$ cat config.mk
export PLATFORM = sky130hd
export DESIGN_NAME = audio_adc_deserializer
export DESIGN_NICKNAME = d
export VERILOG_FILES = /design/src/rtl/audio_adc_deserializer.sv
export SDC_FILE = /design/constraint.sdc
export NUM_CORES = 1
export LEC_CHECK = 0
export CORE_MARGIN = 2
export CORE_UTILIZATION = 36
export CTS_CLUSTER_DIAMETER = 60
export DETAILED_ROUTE_END_ITERATION = 12
export MAX_ROUTING_LAYER = met4
export PLACE_DENSITY_LB_ADDON = 0.15
export SYNTH_ARGS = -nofsm -noshare
export SYNTH_HDL_FRONTEND = slang
export SYNTH_SLANG_ARGS = --single-unit
$ cat constraint.sdc
create_clock -name CLOCK_50 -period 4.7 [get_ports CLOCK_50]
set_input_delay 0.94 -clock CLOCK_50 [delete_from_list [all_inputs] [get_ports CLOCK_50]]
set_output_delay 0.94 -clock CLOCK_50 [all_outputs]
set_load 0.01 [all_outputs]
$ cat src/rtl/audio_adc_deserializer.sv
// audio_adc_deserializer
// Read path for a WM8731 ADC stream in left-justified format. BCLK, LRCK and
// DAT are oversampled in the CLOCK_50 domain. Stereo frames are rebuilt,
// parked in a small first-word-fall-through FIFO and popped by user logic.
//
// Optional feature macro: AUDIO_IN_PEAK_EN adds peak_level, a running maximum
// of |left[31:16]| over accepted frames, cleared by a pop or a flush.
//
// FIFO_DEPTH must be a power of two and at least 2; the pointers wrap
// naturally at that width.
//
// state     | meaning
// ----------+----------------------------------------------------------
// WAIT_SYNC | discard bits until LRCK goes 1->0 at a BCLK rise
// LEFT      | shifting left-channel bits into left_sr
// RIGHT     | shifting right-channel bits into right_sr; next left
//           | bit completes the frame and requests a push

module audio_adc_deserializer #(
    parameter int DATA_WIDTH = 32,
    parameter int FIFO_DEPTH = 4
) (
    input  logic                          CLOCK_50,
    input  logic                          resetn,
    input  logic                          AUD_BCLK,
    input  logic                          AUD_ADCLRCK,
    input  logic                          AUD_ADCDAT,
    input  logic                          clear_audio_in_memory,
    input  logic                          read_audio_in,
    output logic                          audio_in_available,
    output logic [31:0]                   left_channel_audio_in,
    output logic [31:0]                   right_channel_audio_in,
    output logic [$clog2(FIFO_DEPTH):0]   fifo_level,
    output logic                          overflow
`ifdef AUDIO_IN_PEAK_EN
    ,
    output logic [15:0]                   peak_level
`endif
);

    localparam int AW = $clog2(FIFO_DEPTH);
    localparam int LW = AW + 1;
    localparam int CW = $clog2(DATA_WIDTH + 1);
    localparam logic [CW-1:0] DW_CNT = CW'(DATA_WIDTH);

    typedef enum logic [1:0] {
        WAIT_SYNC = 2'd0,
        LEFT      = 2'd1,
        RIGHT     = 2'd2
    } state_t;

    // bit order in the sync vectors: [2] BCLK, [1] LRCK, [0] DAT
    logic [2:0] sync1_q, sync1_d;
    logic [2:0] sync2_q, sync2_d;
    logic [2:0] hist_q,  hist_d;

    logic bclk_rise;
    logic lrck_bit;
    logic dat_bit;

    state_t         state_q, state_d;
    logic [CW-1:0]  bit_cnt_q, bit_cnt_d;
    logic [31:0]    left_sr_q, left_sr_d;
    logic [31:0]    right_sr_q, right_sr_d;
    logic           lrck_prev_q, lrck_prev_d;
    logic           push_q, push_d;
    logic [31:0]    push_left_q, push_left_d;
    logic [31:0]    push_right_q, push_right_d;
    logic [31:0]    dat_mask;
    logic [31:0]    first_word;

    logic [FIFO_DEPTH-1:0][63:0] mem_q, mem_d;
    logic [AW-1:0]  wr_ptr_q, wr_ptr_d;
    logic [AW-1:0]  rd_ptr_q, rd_ptr_d;
    logic [LW-1:0]  count_q, count_d;
    logic           overflow_q, overflow_d;
    logic           do_pop;
    logic           do_push;
    logic           fifo_full;

    // Synchroniser chain. Rising edge is judged on sync2 vs history; LRCK and
    // DAT are taken from the history stage so they sit one cycle behind the
    // edge, well inside the half-period they are held stable by the codec.
    always_comb begin
        sync1_d   = {AUD_BCLK, AUD_ADCLRCK, AUD_ADCDAT};
        sync2_d   = sync1_q;
        hist_d    = sync2_q;
        bclk_rise = sync2_q[2] & ~hist_q[2];
        lrck_bit  = hist_q[1];
        dat_bit   = hist_q[0];
    end

    // Frame assembly: next state, shift registers and push request.
    always_comb begin
        state_d      = state_q;
        bit_cnt_d    = bit_cnt_q;
        left_sr_d    = left_sr_q;
        right_sr_d   = right_sr_q;
        lrck_prev_d  = lrck_prev_q;
        push_d       = 1'b0;
        push_left_d  = push_left_q;
        push_right_d = push_right_q;
        dat_mask     = dat_bit ? (32'h8000_0000 >> bit_cnt_q) : 32'h0;
        first_word   = {dat_bit, 31'h0};

        if (bclk_rise) begin
            lrck_prev_d = lrck_bit;
            case (state_q)
                WAIT_SYNC: begin
                    if (lrck_prev_q && !lrck_bit) begin
                        left_sr_d = first_word;
                        bit_cnt_d = CW'(1);
                        state_d   = LEFT;
                    end
                end
                LEFT: begin
                    if (!lrck_bit) begin
                        if (bit_cnt_q < DW_CNT) begin
                            left_sr_d = left_sr_q | dat_mask;
                            bit_cnt_d = bit_cnt_q + CW'(1);
                        end
                    end else begin
                        right_sr_d = first_word;
                        bit_cnt_d  = CW'(1);
                        state_d    = RIGHT;
                    end
                end
                RIGHT: begin
                    if (lrck_bit) begin
                        if (bit_cnt_q < DW_CNT) begin
                            right_sr_d = right_sr_q | dat_mask;
                            bit_cnt_d  = bit_cnt_q + CW'(1);
                        end
                    end else begin
                        // left_sr is untouched while in RIGHT, so it still
                        // holds the finished left word here
                        push_d       = 1'b1;
                        push_left_d  = left_sr_q;
                        push_right_d = right_sr_q;
                        left_sr_d    = first_word;
                        bit_cnt_d    = CW'(1);
                        state_d      = LEFT;
                    end
                end
                default: state_d = WAIT_SYNC;
            endcase
        end

        if (clear_audio_in_memory) begin
            state_d   = WAIT_SYNC;
            bit_cnt_d = '0;
            push_d    = 1'b0;
        end
    end

    // FIFO bookkeeping; a pop in the same cycle frees the slot for a push.
    always_comb begin
        mem_d      = mem_q;
        wr_ptr_d   = wr_ptr_q;
        rd_ptr_d   = rd_ptr_q;
        count_d    = count_q;
        overflow_d = overflow_q;
        do_pop     = read_audio_in && (count_q != '0);
        fifo_full  = (count_q == LW'(FIFO_DEPTH));
        do_push    = push_q && (!fifo_full || do_pop);

        if (clear_audio_in_memory) begin
            wr_ptr_d   = '0;
            rd_ptr_d   = '0;
            count_d    = '0;
            overflow_d = 1'b0;
        end else begin
            if (do_push) begin
                mem_d[wr_ptr_q] = {push_left_q, push_right_q};
                wr_ptr_d        = wr_ptr_q + AW'(1);
            end
            if (do_pop) begin
                rd_ptr_d = rd_ptr_q + AW'(1);
            end
            if (do_push && !do_pop) begin
                count_d = count_q + LW'(1);
            end else if (do_pop && !do_push) begin
                count_d = count_q - LW'(1);
            end
            if (push_q && !do_push) begin
                overflow_d = 1'b1;
            end
        end
    end

    // State and storage registers.
    always_ff @(posedge CLOCK_50 or negedge resetn) begin
        if (!resetn) begin
            sync1_q      <= '0;
            sync2_q      <= '0;
            hist_q       <= '0;
            state_q      <= WAIT_SYNC;
            bit_cnt_q    <= '0;
            left_sr_q    <= '0;
            right_sr_q   <= '0;
            lrck_prev_q  <= 1'b0;
            push_q       <= 1'b0;
            push_left_q  <= '0;
            push_right_q <= '0;
            mem_q        <= '0;
            wr_ptr_q     <= '0;
            rd_ptr_q     <= '0;
            count_q      <= '0;
            overflow_q   <= 1'b0;
        end else begin
            sync1_q      <= sync1_d;
            sync2_q      <= sync2_d;
            hist_q       <= hist_d;
            state_q      <= state_d;
            bit_cnt_q    <= bit_cnt_d;
            left_sr_q    <= left_sr_d;
            right_sr_q   <= right_sr_d;
            lrck_prev_q  <= lrck_prev_d;
            push_q       <= push_d;
            push_left_q  <= push_left_d;
            push_right_q <= push_right_d;
            mem_q        <= mem_d;
            wr_ptr_q     <= wr_ptr_d;
            rd_ptr_q     <= rd_ptr_d;
            count_q      <= count_d;
            overflow_q   <= overflow_d;
        end
    end

`ifdef AUDIO_IN_PEAK_EN
    logic [15:0] peak_q, peak_d;
    logic [15:0] push_mag;

    function automatic logic [15:0] abs16(input logic [15:0] x);
        if (!x[15]) begin
            return x;
        end else if (x == 16'h8000) begin
            return 16'h7FFF;
        end else begin
            return ~x + 16'd1;
        end
    endfunction

    // Peak tracker; an accepted push wins over a coincident pop.
    always_comb begin
        peak_d   = peak_q;
        push_mag = abs16(push_left_q[31:16]);
        if (clear_audio_in_memory) begin
            peak_d = '0;
        end else if (do_push) begin
            if (do_pop || push_mag > peak_q) begin
                peak_d = push_mag;
            end
        end else if (do_pop) begin
            peak_d = '0;
        end
    end

    // Peak register.
    always_ff @(posedge CLOCK_50 or negedge resetn) begin
        if (!resetn) begin
            peak_q <= '0;
        end else begin
            peak_q <= peak_d;
        end
    end

    assign peak_level = peak_q;
`endif

    assign audio_in_available     = (count_q != '0);
    assign left_channel_audio_in  = mem_q[rd_ptr_q][63:32];
    assign right_channel_audio_in = mem_q[rd_ptr_q][31:0];
    assign fifo_level             = count_q;
    assign overflow               = overflow_q;

endmodule

==> impl_metrics.yaml <==
global_routing:
  grt_pass1_vias: 10600
  grt_pass1_wl_um: 62470
  overflow: 0
  grt_max_degree: 121
  antenna_found_initial: 0
  grtUsageTotal: 0.1635
power:
  pwr_density_cell_nw_per_um2: 359.9
  netSwitchingPower_mw: 1.598
  power_frac_comb: 0.022
  p_total_mw: 7.386
  clkPwrFrac: 0.494
  power_leakage_nw: 9.783
  p_int_mw: 5.789
  power_frac_seq: 0.483
  swShare: 0.2163
  irDropWorstVdd_v: 0.0002508
place:
  port_buffers: 75
  place_inst: 1790
  placed_area_um2: 18970
  routabilityCongestion: 0.7431
  dp_hpwl_um: 23240
timing:
  finalSetupTns_ns: 0
  worstMarginPinSlew_ns: 1.107
  slew_headroom: 0.2617
  rsz0062_at_grt: "false"
  hold_viol_final: 0
  post-route-period-util: 0.8151
  clock.fmax_mhz: 261.0
  slew_violations: 0
  period_minus_slack_ns: 3.831
  clock_skew_ns: 0.02835
  setup_viol_count_final: 0
yosys:
  synth_top_cell_by_area: "dfrtp_1"
  postSynthCellCount: 1152
  synth_edf_count: 0
  synthFlopType: "dfrtp_1"
  synth_top_family_by_area: "multiplexers"
  synth_top_area_frac: 0.5891
  synth_area_leaders: "dfrtp_1, mux2_2, mux4_2"
  synthMuxAreaShare: 0.2907
  synth_xor_area_frac: 0.003512
  syn_nets: 1175
  synth.avg_cell_area_um2: 15.16
  ys_async_sr_fraction: 1.000
  synth_fa_ha_area_frac: 0.01190
  synth_compound_area_frac: 0.04135
  synth_warnings: 0
  ys_ff_latch: 411
  netlist_area_um2: 17460
  synthDistinctLibCells: 51
  ys_seq_area_frac: 0.5891
  yosys.area_share.simple: 0.04099
finish:
  insertedDiodeCount: 0
  nets: 1247
  syn_to_final_growth_pct: 17.56
  n_fill_cell: 4391
  drive_above_1_share: 0.3680
  fin_cells: 1873
  multi_input_area_um2: 6803
  finalInstanceArea_um2: 20530
  ff_latch_area_um2: 10290
drt:
  dr.pass1.iters: 4
  route.antenna.remaining_nets: 0
  avgRoutedWirePerCell_um: 20.29
  via_per_inst: 5.166
  drc_errors: 0
  vias: 9676
  drt_wl_total_um: 38000
  drtIter0Drc: 443
worst_setup_path:
  rr_startpoint: "state_q[0]"
  worstReg2RegEnd: "push_right_q[6]"
  ff2ff_setup_slack_ns: 2.06
  worstSetupEndpoint: "left_channel_audio_in[16]"
  r2r_cells: 6
  arrival_ns: 2.89
  worstSetupStartpointType: "flop"
  critPathRequiredTime_ns: 3.76
  critPathCaptureType: "primary output"
  critPathKind: "reg -> out"
  cp-startpoint: "rd_ptr_q[0]"
  cp_max_fo: 28
floorplan:
  start_util: 0.3649
  rows: 80
  dieHeight_um: 224.2
  die_area_um2: 50270
  ios: 76
  core_um2: 47850
  fp.dieW_um: 224.2
cts:
  clkLatencyLatePin_ns: 0.59
  clockBufferDepth: 3
  cts_tree: "done"
  cts_setup_buffers: 0
  cts_htree_levels: 2
  ctsResizeCount: 0
  cts_buffers: 47
  path_clk_slew_ns: 0.05
  cts.sinks: 411
  cts-root-buf: "clkbuf_16"
  cts_hold_repair.buffers: 0
min_path:
  hold_class: "reg -> reg"
outcome:
  status: "finished clean"
run:
  drv_cap: 0
==> cell families (layout without fill, tap and decap cells) <==
kind of cell / after synthesis / in the layout
AOI/OAI and AO/OA: 95 / 95
xor gates and xnor gates: 7 / 7
adders and majority gates: 16 / 16
buffers and inverters: 88 / 194
DFF: 411 / 411
muxes: 387 / 387
and+or+nand+nor: 148 / 148
==> synth_stat cells, types with 2 or more instances <==
cell	n
a211oi_1	3
a21o_1	2
a21oi_1	9
a31oi_1	15
a41oi_1	17
and2_1	2
and3_1	5
buf_1	4
buf_2	41
clkbuf_1	28
clkbuf_2	2
dfrtp_1	411
ha_1	15
inv_1	12
mux2_1	42
mux2_2	279
mux2i_1	2
mux4_2	64
nand2_1	19
nand2_2	4
nand2b_1	7
nand3_1	7
nand3b_1	2
nor2_1	80
nor2b_1	5
nor3_1	2
o21a_1	33
o21ai_0	3
o21ba_2	2
o31a_1	2
o31ai_1	2
or3_1	2
or3b_2	4
or4_1	3
xnor2_1	3
xor2_1	4
==> metal layers <==
metal,share of wire,track usage,vias to the layer above
li1,-,-,4351
met1,0.48,0.2266,5134
met2,0.46,0.2519,127
met3,0.032,0.02443,64
met4,0.021,0.04657,0
met5,0,-,-
==> through the flow <==
| stage | utilization | hold slack, ns | setup slack [ns] |
|---|---|---|---|
| after global placement | 0.3964 | 0.3350 | 1.302 |
| after floorplan | - | 0.3312 | 1.835 |
| after CTS | 0.4290 | 0.3477 | 0.7465 |
| final | 0.4290 | 0.3450 | 0.8689 |
| after detailed placement | 0.3964 | 0.3347 | 1.247 |
| after global routing | 0.4290 | 0.3481 | 0.7005 |
==> registers in the layout, summed over array words and instances, names as in the netlist, 6 cells and up <==
signal / count
mem_q: 256
left_sr_q: 32
push_left_q: 32
push_right_q: 32
right_sr_q: 32
bit_cnt_q: 6
==> cell type report <==
cell class              count  share of cell area
clock buffers              69             0.06864
inverters                  12            0.002194
flip-flops and latches    411              0.5013
clock inverters            14            0.007254
multi-input cells         653              0.3314
well taps                 615             0.03749
repair buffers             99             0.05169
==> critical path, stage by stage, from the launching register on <==
cell and delay [ns]:
dfrtp_4 0.85, buf_4 0.39, mux4_2 0.56, clkdlybuf4s50_1 0.50
==> power by group through the flow <==
| stage | clock [mW] | combinational [mW] | sequential (mW) |
|---|---|---|---|
| global route | 3.92 | 0.192 | 3.57 |
| global placement | 0 | 0.172 | 3.63 |
| detailed placement | 0 | 0.174 | 3.63 |
| finish | 3.65 | 0.166 | 3.57 |
| CTS | 3.79 | 0.174 | 3.57 |
| floorplan | 0 | 0.0642 | 3.63 |
==> how the worst min path moves through the flow <==
stage	depth (start not counted)	start	to
floorplan	0	sync1_q[0]	hist_d[0]
global placement	0	hist_d[0]	hist_q[0]
detailed placement	0	sync1_q[2]	hist_d[2]
CTS	0	sync1_q[2]	hist_d[2]
global route	0	sync1_q[2]	hist_d[2]
finish	0	hist_d[1]	hist_q[1]
==> placed cells by master, fill, tap and decap left out, types with 9 or more instances in the layout <==
| cell type | Yosys | routed |
|---|---|---|
| clkbuf_8 | 0 | 15 |
| o21a_1 | 33 | 33 |
| dfrtp_1 | 411 | 409 |
| nand2_1 | 19 | 19 |
| a21oi_1 | 9 | 9 |
| clkbuf_16 | 0 | 47 |
| mux2_1 | 42 | 42 |
| mux4_2 | 64 | 64 |
| clkdlybuf4s50_1 | 0 | 74 |
| a41oi_1 | 17 | 17 |
| ha_1 | 15 | 15 |
| buf_4 | 0 | 14 |
| mux2_2 | 279 | 279 |
| inv_1 | 12 | 12 |
| buf_12 | 0 | 10 |
| a31oi_1 | 15 | 15 |
| nor2_1 | 80 | 79 |
Power figures use the tool's default switching activity.
